### src/rtl/game_referee.sv
// Tic-tac-toe style referee for an N x N board.
// Validates moves, tracks the board and turn, and reports win/lose/draw.
module game_referee #(
  parameter  int N     = 3,
  localparam int CELLS = N * N,
  localparam int IW    = $clog2(CELLS),
  localparam int CW    = $clog2(CELLS + 1)
) (
  input  logic             clk,
  input  logic             rst_n,
  input  logic             new_game,
  input  logic             move_valid,
  output logic             move_ready,
  input  logic             move_player,
  input  logic [IW-1:0]    move_idx,
  output logic [CELLS-1:0] xin_star,
  output logic [CELLS-1:0] oin_star,
  output logic             turn,
  output logic [CW-1:0]    move_count,
  output logic             win_game,
  output logic             lose_game,
  output logic             draw_game,
  output logic             bad_move,
  output logic             playing_game
);

  localparam int NL = 2 * N + 2;
  localparam logic [CELLS-1:0] ONE = {{(CELLS-1){1'b0}}, 1'b1};
  localparam logic [IW:0]      LIM = CELLS[IW:0];
  localparam logic [CW-1:0]    FULL = CELLS[CW-1:0];

  // All row, column and diagonal masks, packed one mask per CELLS-bit slot.
  function automatic logic [NL*CELLS-1:0] build_masks();
    logic [NL*CELLS-1:0] f;
    logic [CELLS-1:0]    r, c, d, a;
    f = '0;
    d = '0;
    a = '0;
    for (int i = 0; i < N; i++) begin
      r = '0;
      c = '0;
      for (int j = 0; j < N; j++) begin
        r = r | (ONE << (i * N + j));
        c = c | (ONE << (j * N + i));
      end
      f = f | ({{((NL-1)*CELLS){1'b0}}, r} << (i * CELLS));
      f = f | ({{((NL-1)*CELLS){1'b0}}, c} << ((N + i) * CELLS));
      d = d | (ONE << (i * N + i));
      a = a | (ONE << (i * N + N - 1 - i));
    end
    f = f | ({{((NL-1)*CELLS){1'b0}}, d} << (2 * N * CELLS));
    f = f | ({{((NL-1)*CELLS){1'b0}}, a} << ((2 * N + 1) * CELLS));
    return f;
  endfunction

  localparam logic [NL*CELLS-1:0] MASKS = build_masks();

  typedef enum logic [1:0] {
    PLAY,
    CHECK,
    OVER
  } state_t;

  state_t           r_state;
  logic [CELLS-1:0] r_x;
  logic [CELLS-1:0] r_o;
  logic             r_turn;
  logic [CW-1:0]    r_cnt;
  logic             r_win;
  logic             r_lose;
  logic             r_draw;
  logic             r_bad;

  logic [NL-1:0]    w_xl;
  logic [NL-1:0]    w_ol;
  logic             w_xwin;
  logic             w_owin;
  logic [CELLS-1:0] w_cell;
  logic             w_oob;
  logic             w_occ;
  logic             w_legal;

  for (genvar k = 0; k < NL; k++) begin : g_line
    assign w_xl[k] = (r_x & MASKS[k*CELLS +: CELLS]) == MASKS[k*CELLS +: CELLS];
    assign w_ol[k] = (r_o & MASKS[k*CELLS +: CELLS]) == MASKS[k*CELLS +: CELLS];
  end

  assign w_xwin  = |w_xl;
  assign w_owin  = |w_ol;
  // Out-of-range indices shift the one-hot off the top, giving an empty cell mask.
  assign w_cell  = ONE << move_idx;
  assign w_oob   = {1'b0, move_idx} >= LIM;
  assign w_occ   = |((r_x | r_o) & w_cell);
  assign w_legal = !w_oob && !w_occ && (move_player == r_turn);

  always_ff @(posedge clk) begin
    if (!rst_n || new_game) begin
      r_state <= PLAY;
      r_x     <= '0;
      r_o     <= '0;
      r_turn  <= 1'b0;
      r_cnt   <= '0;
      r_win   <= 1'b0;
      r_lose  <= 1'b0;
      r_draw  <= 1'b0;
      r_bad   <= 1'b0;
    end else begin
      r_bad <= 1'b0;
      unique case (r_state)
        PLAY: begin
          if (move_valid) begin
            if (w_legal) begin
              if (move_player) r_o <= r_o | w_cell;
              else             r_x <= r_x | w_cell;
              r_cnt   <= r_cnt + CW'(1);
              r_state <= CHECK;
            end else begin
              r_bad <= 1'b1;
            end
          end
        end
        CHECK: begin
          // X is checked first; only the mover can have completed a line.
          if (w_xwin) begin
            r_win   <= 1'b1;
            r_state <= OVER;
          end else if (w_owin) begin
            r_lose  <= 1'b1;
            r_state <= OVER;
          end else if (r_cnt == FULL) begin
            r_draw  <= 1'b1;
            r_state <= OVER;
          end else begin
            r_turn  <= ~r_turn;
            r_state <= PLAY;
          end
        end
        OVER: begin
          r_state <= OVER;
        end
        default: begin
          r_state <= PLAY;
        end
      endcase
    end
  end

  assign move_ready   = (r_state == PLAY);
  assign xin_star     = r_x;
  assign oin_star     = r_o;
  assign turn         = r_turn;
  assign move_count   = r_cnt;
  assign win_game     = r_win;
  assign lose_game    = r_lose;
  assign draw_game    = r_draw;
  assign bad_move     = r_bad;
  assign playing_game = ~(r_win | r_lose | r_draw);

endmodule
### config.mk
export PLATFORM = sky130hd
export DESIGN_NAME = game_referee
export DESIGN_NICKNAME = d
export VERILOG_FILES = /design/src/rtl/game_referee.sv
export SDC_FILE = /design/constraint.sdc
export NUM_CORES = 1
export LEC_CHECK = 0
export CAP_MARGIN = 40
export CORE_MARGIN = 8
export CORE_UTILIZATION = 30
export CTS_CLUSTER_DIAMETER = 120
export CTS_CLUSTER_SIZE = 30
export DETAILED_ROUTE_END_ITERATION = 6
export PLACE_DENSITY_LB_ADDON = 0.12
export SYNTH_ARGS = -nofsm -noshare
export SYNTH_HDL_FRONTEND = slang
export SYNTH_SLANG_ARGS = --single-unit
### constraint.sdc
create_clock -name clk -period 5.34 [get_ports clk]
set_input_delay 1.602 -clock clk [delete_from_list [all_inputs] [get_ports clk]]
set_output_delay 1.602 -clock clk [all_outputs]
set_load 0.005 [all_outputs]
==> results of run 1 <==
## metrics by stage
stage	setup WS (ns)	cells	total power [uW]	area, um2	hold slack, ns
6_report	1.98	251	484	1950	0.494
5_1_grt	1.83	251	503	1950	0.501
4_1_cts	1.96	251	490	1950	0.495
3_5_place_dp	1.67	243	255	1840	0.484
3_3_place_gp	1.75	243	254	1840	0.484
2_1_floorplan	2.34	155	241	1410	0.468
## Yosys cell counts (2+ instances only)
library cell,number
sky130_fd_sc_hd__mux2i_1,2
sky130_fd_sc_hd__dfxtp_1,29
sky130_fd_sc_hd__a41o_1,2
sky130_fd_sc_hd__or4bb_1,3
sky130_fd_sc_hd__a21oi_1,3
sky130_fd_sc_hd__ha_1,2
sky130_fd_sc_hd__nor2b_1,2
sky130_fd_sc_hd__nand3_1,2
sky130_fd_sc_hd__a22o_1,6
sky130_fd_sc_hd__nand2_1,24
sky130_fd_sc_hd__o21ai_1,19
sky130_fd_sc_hd__nand2b_1,6
sky130_fd_sc_hd__a22oi_1,2
sky130_fd_sc_hd__a21boi_0,2
sky130_fd_sc_hd__nor2_1,13
sky130_fd_sc_hd__o22ai_2,2
sky130_fd_sc_hd__nand3b_1,3
sky130_fd_sc_hd__clkbuf_1,3
sky130_fd_sc_hd__nor3_1,2
sky130_fd_sc_hd__or4_1,2
sky130_fd_sc_hd__o21a_1,2
## critical path, delay by kind of cell
kind                   cells  cell delay, ns
AO/OA/AOI/OAI              3            0.58
buffers and inverters      1            0.53
AND/OR/NAND/NOR            2            0.81
## registers in the layout, summed over array words and instances, names as in the netlist
name        cells
oin_star        9
lose_game       1
move_count      4
turn            1
draw_game       1
win_game        1
xin_star        9
bad_move        1
r_state         2
## final cells by class
type / count / area share [%]
multi-input combinational: 121 / 41.3
sequential: 29 / 29.7
timing repair buffer: 38 / 19.3
clock buffer: 7 / 4.42
tap: 54 / 3.46
clock inverter: 1 / 1.54
inverter: 1 / 0.192
## how the worst max path moves through the flow
stage	endpoint
6_report	move_count[3]
5_1_grt	move_count[3]
4_1_cts	move_count[3]
3_5_place_dp	move_count[3]
3_3_place_gp	oin_star[1]
2_1_floorplan	move_count[1]
## routing by layer
layer	vias up	wire, um	GRT usage, %
met5	-	0	0
li1	662	-	-
met1	634	1970	14.1
met3	5	183	3.80
met4	0	44	4.85
met2	24	1860	18.2
## cells in the final DEF, fill, tap and decap left out, types with 2 or more instances in the layout
cell type	n
sky130_fd_sc_hd__a21boi_0	2
sky130_fd_sc_hd__a21oi_1	3
sky130_fd_sc_hd__a22o_1	6
sky130_fd_sc_hd__a22oi_1	2
sky130_fd_sc_hd__a41o_1	2
sky130_fd_sc_hd__clkbuf_8	6
sky130_fd_sc_hd__clkdlybuf4s50_1	37
sky130_fd_sc_hd__dfxtp_1	29
sky130_fd_sc_hd__ha_1	2
sky130_fd_sc_hd__mux2i_1	2
sky130_fd_sc_hd__nand2_1	24
sky130_fd_sc_hd__nand2b_1	6
sky130_fd_sc_hd__nand3_1	2
sky130_fd_sc_hd__nand3b_1	3
sky130_fd_sc_hd__nor2_1	13
sky130_fd_sc_hd__nor2b_1	2
sky130_fd_sc_hd__nor3_1	2
sky130_fd_sc_hd__o21a_1	2
sky130_fd_sc_hd__o21ai_1	19
sky130_fd_sc_hd__o22ai_2	2
sky130_fd_sc_hd__or4_1	2
sky130_fd_sc_hd__or4bb_1	3
## power by group through the flow
stage	Sequential [uW]	Clock [uW]	Combinational (uW)
after global placement	223	0	31.0
after CTS	219	240	31.6
final	219	234	31.4
after floorplan	223	0	17.8
after global routing	219	250	33.8
after detailed placement	223	0	31.5
## kinds of logic (layout without fill, tap and decap cells)
logic type,Yosys count,in the layout
xor+xnor,1,1
fa+ha+maj,2,2
flops,29,29
mux,2,2
simple gates,70,70
compound gates,46,46
buf+inv,5,47
==> Implementation_results.wiki, run 1 <==
{| class="wikitable"
! Metric !! Value
|-
| Compound-gate portion of the synthesized area || between 20% and 30%
|-
| Tightest Pin Transition || between 0.6 and 0.7 ns
|-
| Routed via count divided by cell count || around 5.3
|-
| Post-synthesis cell type with the largest combined area || sky130_fd_sc_hd__dfxtp_1
|-
| Port bufs || 37
|-
| Area taken by multi-input logic gates || 807 um2
|-
| Chip width || roughly 85 um
|-
| Area added between synthesis and finish || 38.1%
|-
| Relative contribution of the clock network to total power || 48.4%
|-
| Share of power burned in registers || 45.1%
|-
| Endpoint of the worst register-to-register path || move_count[3]
|-
| Max VDD drop || between 0.00015 and 0.0002 V
|-
| Remaining number of nets flagged by the antenna check after routing || 0
|-
| Share of the synthesized netlist area taken by xor and xnor gates || 0.619%
|-
| Antenna violations before repair || 0
|-
| Number of design rule violations left after detail routing || 0
|-
| Setup total negative slack || 0 ns
|-
| Flop and latch count out of synthesis || 29
|-
| Bufs on Longest Clock Path || 2
|-
| Launch instance of the worst register-to-register path || xin_star[8]
|-
| Clock tree from TritonCTS || done
|-
| Aggregate global-route resource usage || between 10% and 20%
|-
| Switching power total || between 100 and 150 uW
|-
| Logic gate share of total power || between 6 and 7%
|-
| Crit path launch || move_idx[1]
|-
| Mean cell area of the mapped netlist || just over 9 um2
|-
| Final hold violation count || 0
|-
| Kind of launch point of the worst setup path || primary input
|-
| Share of synthesized area occupied by flip-flops and latches || 41.1%
|-
| Required arrival time at the worst endpoint || between 5 and 6 ns
|-
| Number of cells traversed by the worst hold path || 2
|-
| Worst R2R Setup Slack || about 3.5 ns
|-
| Sequential cell area || ~580 um2
|-
| Post-detailed-placement half-perimeter wirelength || ~3.1 mm
|-
| Worst endpoint data arrival time || ~3.5 ns
|-
| Highest cell delay on the worst timing path || between 0.6 and 0.7 ns
|-
| Worst Reg-to-Reg Cells || 5
|-
| TritonRoute pass-1 iters || 4
|-
| Skew final || around 0.013 ns
|-
| Placeable Area || about 4600 um2
|-
| Post-synthesis share of cell area spent on full adders, half adders and majority gates || roughly 1.8%
|-
| End point of the worst hold path || win_game
|-
| Power density of the placed cells || about 250 nW/um2
|-
| Clock tree sinks || 29
|-
| Setup repair bufs after CTS || 0
|-
| Top-Level Pins || 38
|-
| Depth of the CTS H-tree || 2
|-
| Synthesized instance count || 155
|-
| Max-slew violation count || 0
|-
| RSZ-0062 raised after global routing || no
|-
| Crit-path max FO || 10
|-
| Buffer cell driving the clock tree root || sky130_fd_sc_hd__clkbuf_8
|-
| Top-area cell type share of the netlist area || between 40 and 50%
|-
| Hold-fix buffers, CTS || 0
|-
| First-pass GRT wire length || around 6.5 mm
|-
| Die boundary height || 84.7 um
|-
| Routed length per placed instance || approximately 16 um
|-
| Count of flip-flops with a built-in enable after synthesis || 0
|-
| Post-synthesis cell area || around 1400 um2
|-
| Class of the most critical setup path || in -> reg
|-
| Worst rel slew slack || between 50% and 60%
|-
| Leakage power || 0.000648 uW
|-
| Share of total power consumed by net switching || 20.7%
|-
| Post-Route WL || 4.06 mm
|-
| Run status || finished, final reports clean
|-
| Gpl congestion || 0.791
|-
| Vias in the first global route || ~1300
|-
| Flip-flop cell with the highest count after synthesis || sky130_fd_sc_hd__dfxtp_1
|-
| Finish-stage setup viols || 0
|-
| Clock insertion delay at the later pin of the skew report || ~0.28 ns
|-
| Synth area leaders || sky130_fd_sc_hd__dfxtp_1 (41%), sky130_fd_sc_hd__o21ai_1 (6.7%), sky130_fd_sc_hd__nand2_1 (6.4%), sky130_fd_sc_hd__a22o_1 (3.7%), sky130_fd_sc_hd__nor2_1 (3.5%)
|-
| Post-synthesis share of cell area spent on and, or, nand and nor gates || 30.4%
|-
| Largest net degree at the start of global routing || 27
|-
| Fraction of layout cells with a size suffix above 1 || under 10%
|-
| Number of standard-cell rows in the floorplan || 25
|-
| Total number of yosys warnings || 0
|-
| Fraction of synthesized area in multiplexers || under 10%
|-
| Overall die area || about 7200 um2
|-
| Fillers || between 400 and 500
|-
| CP max-delay cell || sky130_fd_sc_hd__nor4_4
|-
| FMAX || approximately 0.30 GHz
|-
| Critical Path End Type || register
|-
| Mapped Nets || ~170
|-
| Number of diodes || 0
|-
| Nets || roughly 210
|-
| Initial core utilization || roughly 30%
|-
| Portion of the clock cycle consumed by the worst path in the final layout || 63.0%
|-
| Async SR Flop Fraction || 0%
|-
| Netlist cell types || 45
|-
| Count of vias placed by the detailed router || roughly 1300
|-
| CTS clk-pin slew, worst paths || 0.06 ns
|-
| Global-route congestion overflow total || 0
|-
| Crit path cell chain || clkdlybuf4s50_1 > nor3_1 > a21boi_0 > nor4_4 > a31oi_1 > a41o_1
|-
| Post-layout util || 42.2%
|-
| Worst min path class || reg -> reg
|-
| Post-route minimum period || around 3.4 ns
|-
| DRT iter0 DRCs || approximately 110
|-
| Largest family of logic cells by synthesized area || simple AND/OR/NAND/NOR gates
|-
| Internal power || just under 400 uW
|-
| Hold path startpoint || win_game
|-
| Count of instances resized after the clock tree is built || 0
|-
| Max-Cap Viols || 0
|-
| Num CTS Buffers || 5
|}
No activity file was read; power rests on OpenSTA's default activity.
==> inputs of run 2 (changes only) <==
Clock period 5.34 ns to 3 ns, I/O delays scaled along.
==> run 2 against run 1 <==
  * Worst setup slack got worse by 1.7 ns
  * Cell area fell by 1.3%
  * Die area unchanged
  * Power up 55%
  * Critical path depth unchanged
  * Clock-buffer cell count down 1
  * First-iteration DRC count is 23% lower
  * Clock skew shrank 0.0065 ns
  * Non-clock buffer count is 1 higher
  * Global-route usage up 0.096 points
  * Sequential cell count did not move
  * Critical path type unchanged
==> Implementation_results.wiki, run 2 (synthesis results as in run 1) <==
{| class="wikitable"
! Metric !! Value
|-
| Setup repair bufs after CTS || 0
|-
| Commonest cells after routing, fill and taps aside || sky130_fd_sc_hd__clkdlybuf4s50_1 (37), sky130_fd_sc_hd__dfxtp_1 (29), sky130_fd_sc_hd__nand2_1 (24)
|-
| Antenna violations before repair || 0
|-
| Vias in the first global route || 1303
|-
| Skew final || just under 0.007 ns
|-
| Initial core utilization || 30.5%
|-
| DRT iter0 DRCs || 84
|-
| Worst Reg-to-Reg Cells || 5
|-
| Post-route total power || between 700 and 800 uW
|-
| Worst-case setup slack after placement || 0.0299 ns
|-
| Highest cell delay on the worst timing path || approximately 0.63 ns
|-
| Buffer cell driving the clock tree root || sky130_fd_sc_hd__clkbuf_8
|-
| Number of diodes || 0
|-
| First-pass GRT wire length || 6.55 mm
|-
| Number of design rule violations left after detail routing || 0
|-
| Area added between synthesis and finish || 36.3%
|-
| Endpoint of the worst register-to-register path || move_count[3]
|-
| Bufs on Longest Clock Path || 2
|-
| Count of instances resized after the clock tree is built || 0
|-
| Clock insertion delay at the later pin of the skew report || ~0.28 ns
|-
| Post-route minimum period || around 2.7 ns
|-
| Number of cells traversed by the worst hold path || 2
|-
| Placeable Area || about 4600 um2
|-
| Largest net degree at the start of global routing || 26
|-
| Depth of the CTS H-tree || 2
|-
| TritonRoute pass-1 iters || 4
|-
| Aggregate global-route resource usage || approximately an eighth
|-
| Routed via count divided by cell count || ~5.3
|-
| Worst min path class || reg -> reg
|-
| Kind of launch point of the worst setup path || primary input
|-
| FMAX || about 0.37 GHz
|-
| Clock tree sinks || 29
|-
| Global-route congestion overflow total || 0
|-
| CTS clk-pin slew, worst paths || 0.07 ns
|-
| Portion of the clock cycle consumed by the worst path in the final layout || between 90% and 100%
|-
| Crit-path max FO || 10
|-
| Worst R2R Setup Slack || approximately 1.1 ns
|-
| Setup total negative slack || 0 ns
|-
| Top-Level Pins || 38
|-
| Die boundary height || approximately 85 um
|-
| Finish-stage setup viols || 0
|-
| Max-slew violation count || 0
|-
| Launch instance of the worst register-to-register path || xin_star[8]
|-
| Run status || finished, final reports clean
|-
| Number of standard-cell rows in the floorplan || 25
|-
| Gpl congestion || between 0.8 and 0.9
|-
| Worst-case setup margin in the final layout || about 0.3 ns
|-
| Power density of the placed cells || roughly 390 nW/um2
|-
| Tightest Pin Transition || between 0.6 and 0.7 ns
|-
| Post-detailed-placement half-perimeter wirelength || between 3 and 4 mm
|-
| End point of the worst hold path || oin_star[1]
|-
| Final hold violation count || 0
|-
| Max-Cap Viols || 0
|-
| Max VDD drop || around 0.00018 V
|-
| Critical Path End Type || register
|-
| Worst rel slew slack || approximately 57%
|-
| Remaining number of nets flagged by the antenna check after routing || 0
|-
| Count of vias placed by the detailed router || roughly 1300
|-
| Crit path cell chain || clkdlybuf4s50_1 > or4_1 > o21ai_1 > nor4_4 > a31oi_1 > a41o_1
|-
| Post-Route WL || a little over 4 mm
|-
| Commonest non-fill, non-tap cell in the layout || sky130_fd_sc_hd__clkdlybuf4s50_1
|-
| RSZ-0062 raised after global routing || no
|-
| Routed length per placed instance || 16.4 um
|-
| Port bufs || 37
|-
| Class of the most critical setup path || in -> reg
|-
| Required arrival time at the worst endpoint || between 3 and 4 ns
|-
| Clock tree from TritonCTS || done
|-
| CP max-delay cell || sky130_fd_sc_hd__clkdlybuf4s50_1
|-
| Chip width || ~85 um
|-
| Overall die area || 7170 um2
|-
| Worst endpoint data arrival time || ~2.9 ns
|-
| Hold path startpoint || oin_star[1]
|-
| Leakage power || roughly 0.00064 uW
|-
| Hold-fix buffers, CTS || 0
|-
| Nets || 208
|-
| Fraction of layout cells with a size suffix above 1 || 9.09%
|-
| Num CTS Buffers || 5
|}
==> run 2: cell types whose count changed in the layout (fill, tap and decap cells not counted) <==
cell / change
sky130_fd_sc_hd__bufinv_16: -1
sky130_fd_sc_hd__clkbuf_8: -1
sky130_fd_sc_hd__buf_4: +1
sky130_fd_sc_hd__clkinv_2: +2
==> run 2: report_power, final <==
group | internal, uW | leakage, uW | total (uW) | switching (uW)
Sequential | 387 | 0.000234 | 389 | 2.12
Combinational | 26.9 | 0.000361 | 57.5 | 30.6
Clock | 160 | 0.0000450 | 304 | 143
==> run 2: metrics by stage <==
stage          instances  hold WS (ns)  instance area, um2  utilization [%]
2_1_floorplan        155         0.468                1410                -
3_3_place_gp         244         0.486                1840             39.8
6_report             252         0.497                1930             41.6
5_1_grt              252         0.525                1930             41.6
3_5_place_dp         244         0.484                1840             39.8
4_1_cts              252         0.497                1930             41.6
==> run 2: layer usage <==
metal / global-route usage, % / routed length, um / part of all wire (%)
met1: 13.6 / 1900 / 46
met3: 3.61 / 185 / 4.5
met4: 5.34 / 17 / 0.41
met2: 19.0 / 2020 / 49
met5: 0 / 0 / 0
==> run 2: critical path: cells and delay by family <==
family                 cells  cell delay, ns
AND/OR/NAND/NOR            2            0.82
buffers and inverters      1            0.63
AO/OA/AOI/OAI              3            0.52
==> run 2: worst max-delay path by stage <==
stage | startpoint | end | slack (ns)
finish | move_idx[1] | move_count[3] | 0.30
global route | move_idx[1] | oin_star[2] | 0.12
CTS | move_idx[1] | move_count[3] | 0.31
detailed placement | move_idx[1] | move_count[3] | 0.03
global placement | move_idx[1] | oin_star[1] | 0.11
floorplan | move_idx[1] | move_count[1] | 0.70
==> run 2: final cells by class <==
type                            count  area (um2)
Sequential cell                    29         581
Fill cell                         473        2700
Multi-Input combinational cell    121         807
Clock buffer                        6        72.6
Inverter                            1        3.75
Clock inverter                      2        10.0
Tap cell                           54        67.6
Timing Repair Buffer               39         385
==> inputs of run 3 (changes only) <==
--- a/config.mk
+++ b/config.mk
@@ -13,4 +13,5 @@
 export DETAILED_ROUTE_END_ITERATION = 6
 export PLACE_DENSITY_LB_ADDON = 0.12
+export SLEW_MARGIN = 20
 export SYNTH_ARGS = -nofsm -noshare
 export SYNTH_HDL_FRONTEND = slang
==> constraint.sdc (replaced) <==
create_clock -name clk -period 3 [get_ports clk]
set_input_delay 0.6 -clock clk [delete_from_list [all_inputs] [get_ports clk]]
set_output_delay 0.6 -clock clk [all_outputs]
set_load 0.005 [all_outputs]
==> run 3 against run 2 <==
  * Global-route usage is 0.44 points lower
  * Utilization increased by 0.24 points
  * Via count decreased by 2.6%
  * Worst hold slack got worse by 0.014 ns
  * Sequential cell count unchanged
  * Die area stayed put
  * Power increased by 6.4%
  * Combinational power is 2% lower
  * Worst setup slack better by 0.30 ns
  * Maximum frequency is 13% higher
  * Non-clock buffer count is 1 lower
==> Implementation_results.wiki, run 3 (synthesis results as in run 1) <==
{| class="wikitable"
! Metric !! Value
|-
| Count of instances resized after the clock tree is built || 0
|-
| Top-Level Pins || 38
|-
| Clock tree sinks || 29
|-
| Post-route minimum period || 2.40 ns
|-
| Remaining number of nets flagged by the antenna check after routing || 0
|-
| Critical Path End Type || register
|-
| Count of vias placed by the detailed router || between 1000 and 1500
|-
| FMAX || about 0.42 GHz
|-
| Vias in the first global route || approximately 1200
|-
| Finish-stage setup viols || 0
|-
| Commonest non-fill, non-tap cell in the layout || sky130_fd_sc_hd__clkdlybuf4s50_1
|-
| DRT iter0 DRCs || 51
|-
| Clock insertion delay at the later pin of the skew report || 0.28 ns
|-
| Depth of the CTS H-tree || 2
|-
| Worst rel slew slack || approximately three fifths
|-
| RSZ-0062 raised after global routing || no
|-
| Max VDD drop || between 0.00015 and 0.0002 V
|-
| First-pass GRT wire length || ~6.3 mm
|-
| Port bufs || 37
|-
| Class of the most critical setup path || in -> reg
|-
| Number of standard-cell rows in the floorplan || 25
|-
| Max-slew violation count || 0
|-
| Kind of launch point of the worst setup path || primary input
|-
| Logic gate share of total power || 7.1%
|-
| CP max-delay cell || sky130_fd_sc_hd__nor4_4
|-
| Gpl congestion || 0.809
|-
| Hold-fix buffers, CTS || 0
|-
| Worst-case setup margin in the final layout || 0.598 ns
|-
| Overall die area || 7170 um2
|-
| Post-route total power || ~800 uW
|-
| Crit path cell chain || clkdlybuf4s50_1 > nor3_1 > a21boi_0 > nor4_4 > nand4_4 > o21ai_1
|-
| Tightest Pin Transition || approximately 0.61 ns
|-
| Die boundary height || around 85 um
|-
| Worst min path class || reg -> reg
|-
| Global-route congestion overflow total || 0
|-
| Largest delay share family, worst path || simple AND/OR/NAND/NOR gates
|-
| Antenna violations before repair || 0
|-
| Number of design rule violations left after detail routing || 0
|-
| Power density of the placed cells || roughly 410 nW/um2
|-
| Worst-case setup slack after placement || 0.338 ns
|-
| Setup total negative slack || 0 ns
|-
| Max-Cap Viols || 0
|-
| Highest cell delay on the worst timing path || between 0.6 and 0.7 ns
|-
| Area added between synthesis and finish || 37.1%
|-
| Fillers || ~480
|-
| Post-Route WL || 4.10 mm
|-
| Placeable Area || approximately 4600 um2
|-
| Required arrival time at the worst endpoint || 3.21 ns
|-
| Initial core utilization || between 30 and 40%
|-
| Nets || 207
|-
| Skew final || around 0.0032 ns
|-
| CTS clk-pin slew, worst paths || approximately 0.060 ns
|-
| Share of total power consumed by net switching || approximately 22%
|-
| Worst endpoint data arrival time || 2.61 ns
|-
| Number of diodes || 0
|-
| Portion of the clock cycle consumed by the worst path in the final layout || roughly four fifths
|-
| Chip width || 84.7 um
|-
| Internal power || between 600 and 700 uW
|-
| Routed via count divided by cell count || just over 5
|-
| Share of power burned in registers || about half
|-
| Bufs on Longest Clock Path || 2
|-
| Buffer and inverter count on the worst path || 1
|-
| Crit-path max FO || 10
|-
| Switching power total || between 150 and 200 uW
|-
| Commonest cells after routing, fill and taps aside || sky130_fd_sc_hd__clkdlybuf4s50_1 (37), sky130_fd_sc_hd__dfxtp_1 (29), sky130_fd_sc_hd__nand2_1 (24)
|-
| Fraction of layout cells with a size suffix above 1 || under 10%
|-
| Num CTS Buffers || 5
|-
| TritonRoute pass-1 iters || 4
|-
| Post-detailed-placement half-perimeter wirelength || slightly above 3 mm
|-
| Clock tree from TritonCTS || done
|-
| Largest net degree at the start of global routing || 26
|-
| Setup repair bufs after CTS || 0
|-
| Relative contribution of the clock network to total power || between 40 and 50%
|-
| Final hold violation count || 0
|-
| Run status || finished, final reports clean
|-
| Aggregate global-route resource usage || between 10% and 20%
|-
| Routed length per placed instance || 16.3 um
|-
| Buffer cell driving the clock tree root || sky130_fd_sc_hd__clkbuf_8
|-
| Leakage power || around 0.00064 uW
|}
[run 3: path summary, 6_finish.rpt]
check / from / to / slack (ns) / cells past startpoint
setup / recovery: move_idx[1] / oin_star[5] / 0.60 / 6
setup reg to reg: xin_star[8] / oin_star[5] / 1.10 / 5
hold reg to reg: oin_star[1] / oin_star[1] / 0.48 / 2
hold / removal: oin_star[1] / oin_star[1] / 0.48 / 2
[run 3: tightest hold or removal path: stages, from the launching register on]
cell and delay, ns:
sky130_fd_sc_hd__dfxtp_1 0.33, sky130_fd_sc_hd__nand2_1 0.06, sky130_fd_sc_hd__o21ai_1 0.05
[run 3: power groups by stage]
stage | combinational, uW | clock (uW) | sequential [uW]
after detailed placement | 55.6 | 0 | 398
after global placement | 54.9 | 0 | 398
final | 56.3 | 353 | 389
after CTS | 56.0 | 364 | 389
after global routing | 60.0 | 386 | 389
after floorplan | 31.6 | 0 | 397
[run 3: stage by stage]
stage	instances	util (%)	instance area, um2	hold slack (ns)
finish	251	41.9	1940	0.483
global route	251	41.9	1940	0.514
CTS	251	41.9	1940	0.488
detailed placement	243	39.7	1840	0.480
global placement	243	39.7	1840	0.485
floorplan	155	-	1410	0.468
[run 3: metal layers]
metal | GRT usage, % | wire, um | vias up
li1 | - | - | 658
met1 | 13.7 | 1990 | 610
met2 | 17.0 | 1870 | 24
met3 | 4.49 | 198 | 4
met4 | 4.69 | 33 | 0
met5 | 0 | 0 | -
[run 3: cell type report]
cell class              instances  area, um2  share of cell area (%)
multi-input cells             121        807                    41.6
flip-flops and latches         29        581                    30.0
repair buffers                 38        378                    19.5
inverters                       1       3.75                   0.194
clock buffers                   7       96.3                    4.97
clock inverters                 1       5.00                   0.258
well taps                      54       67.6                    3.49
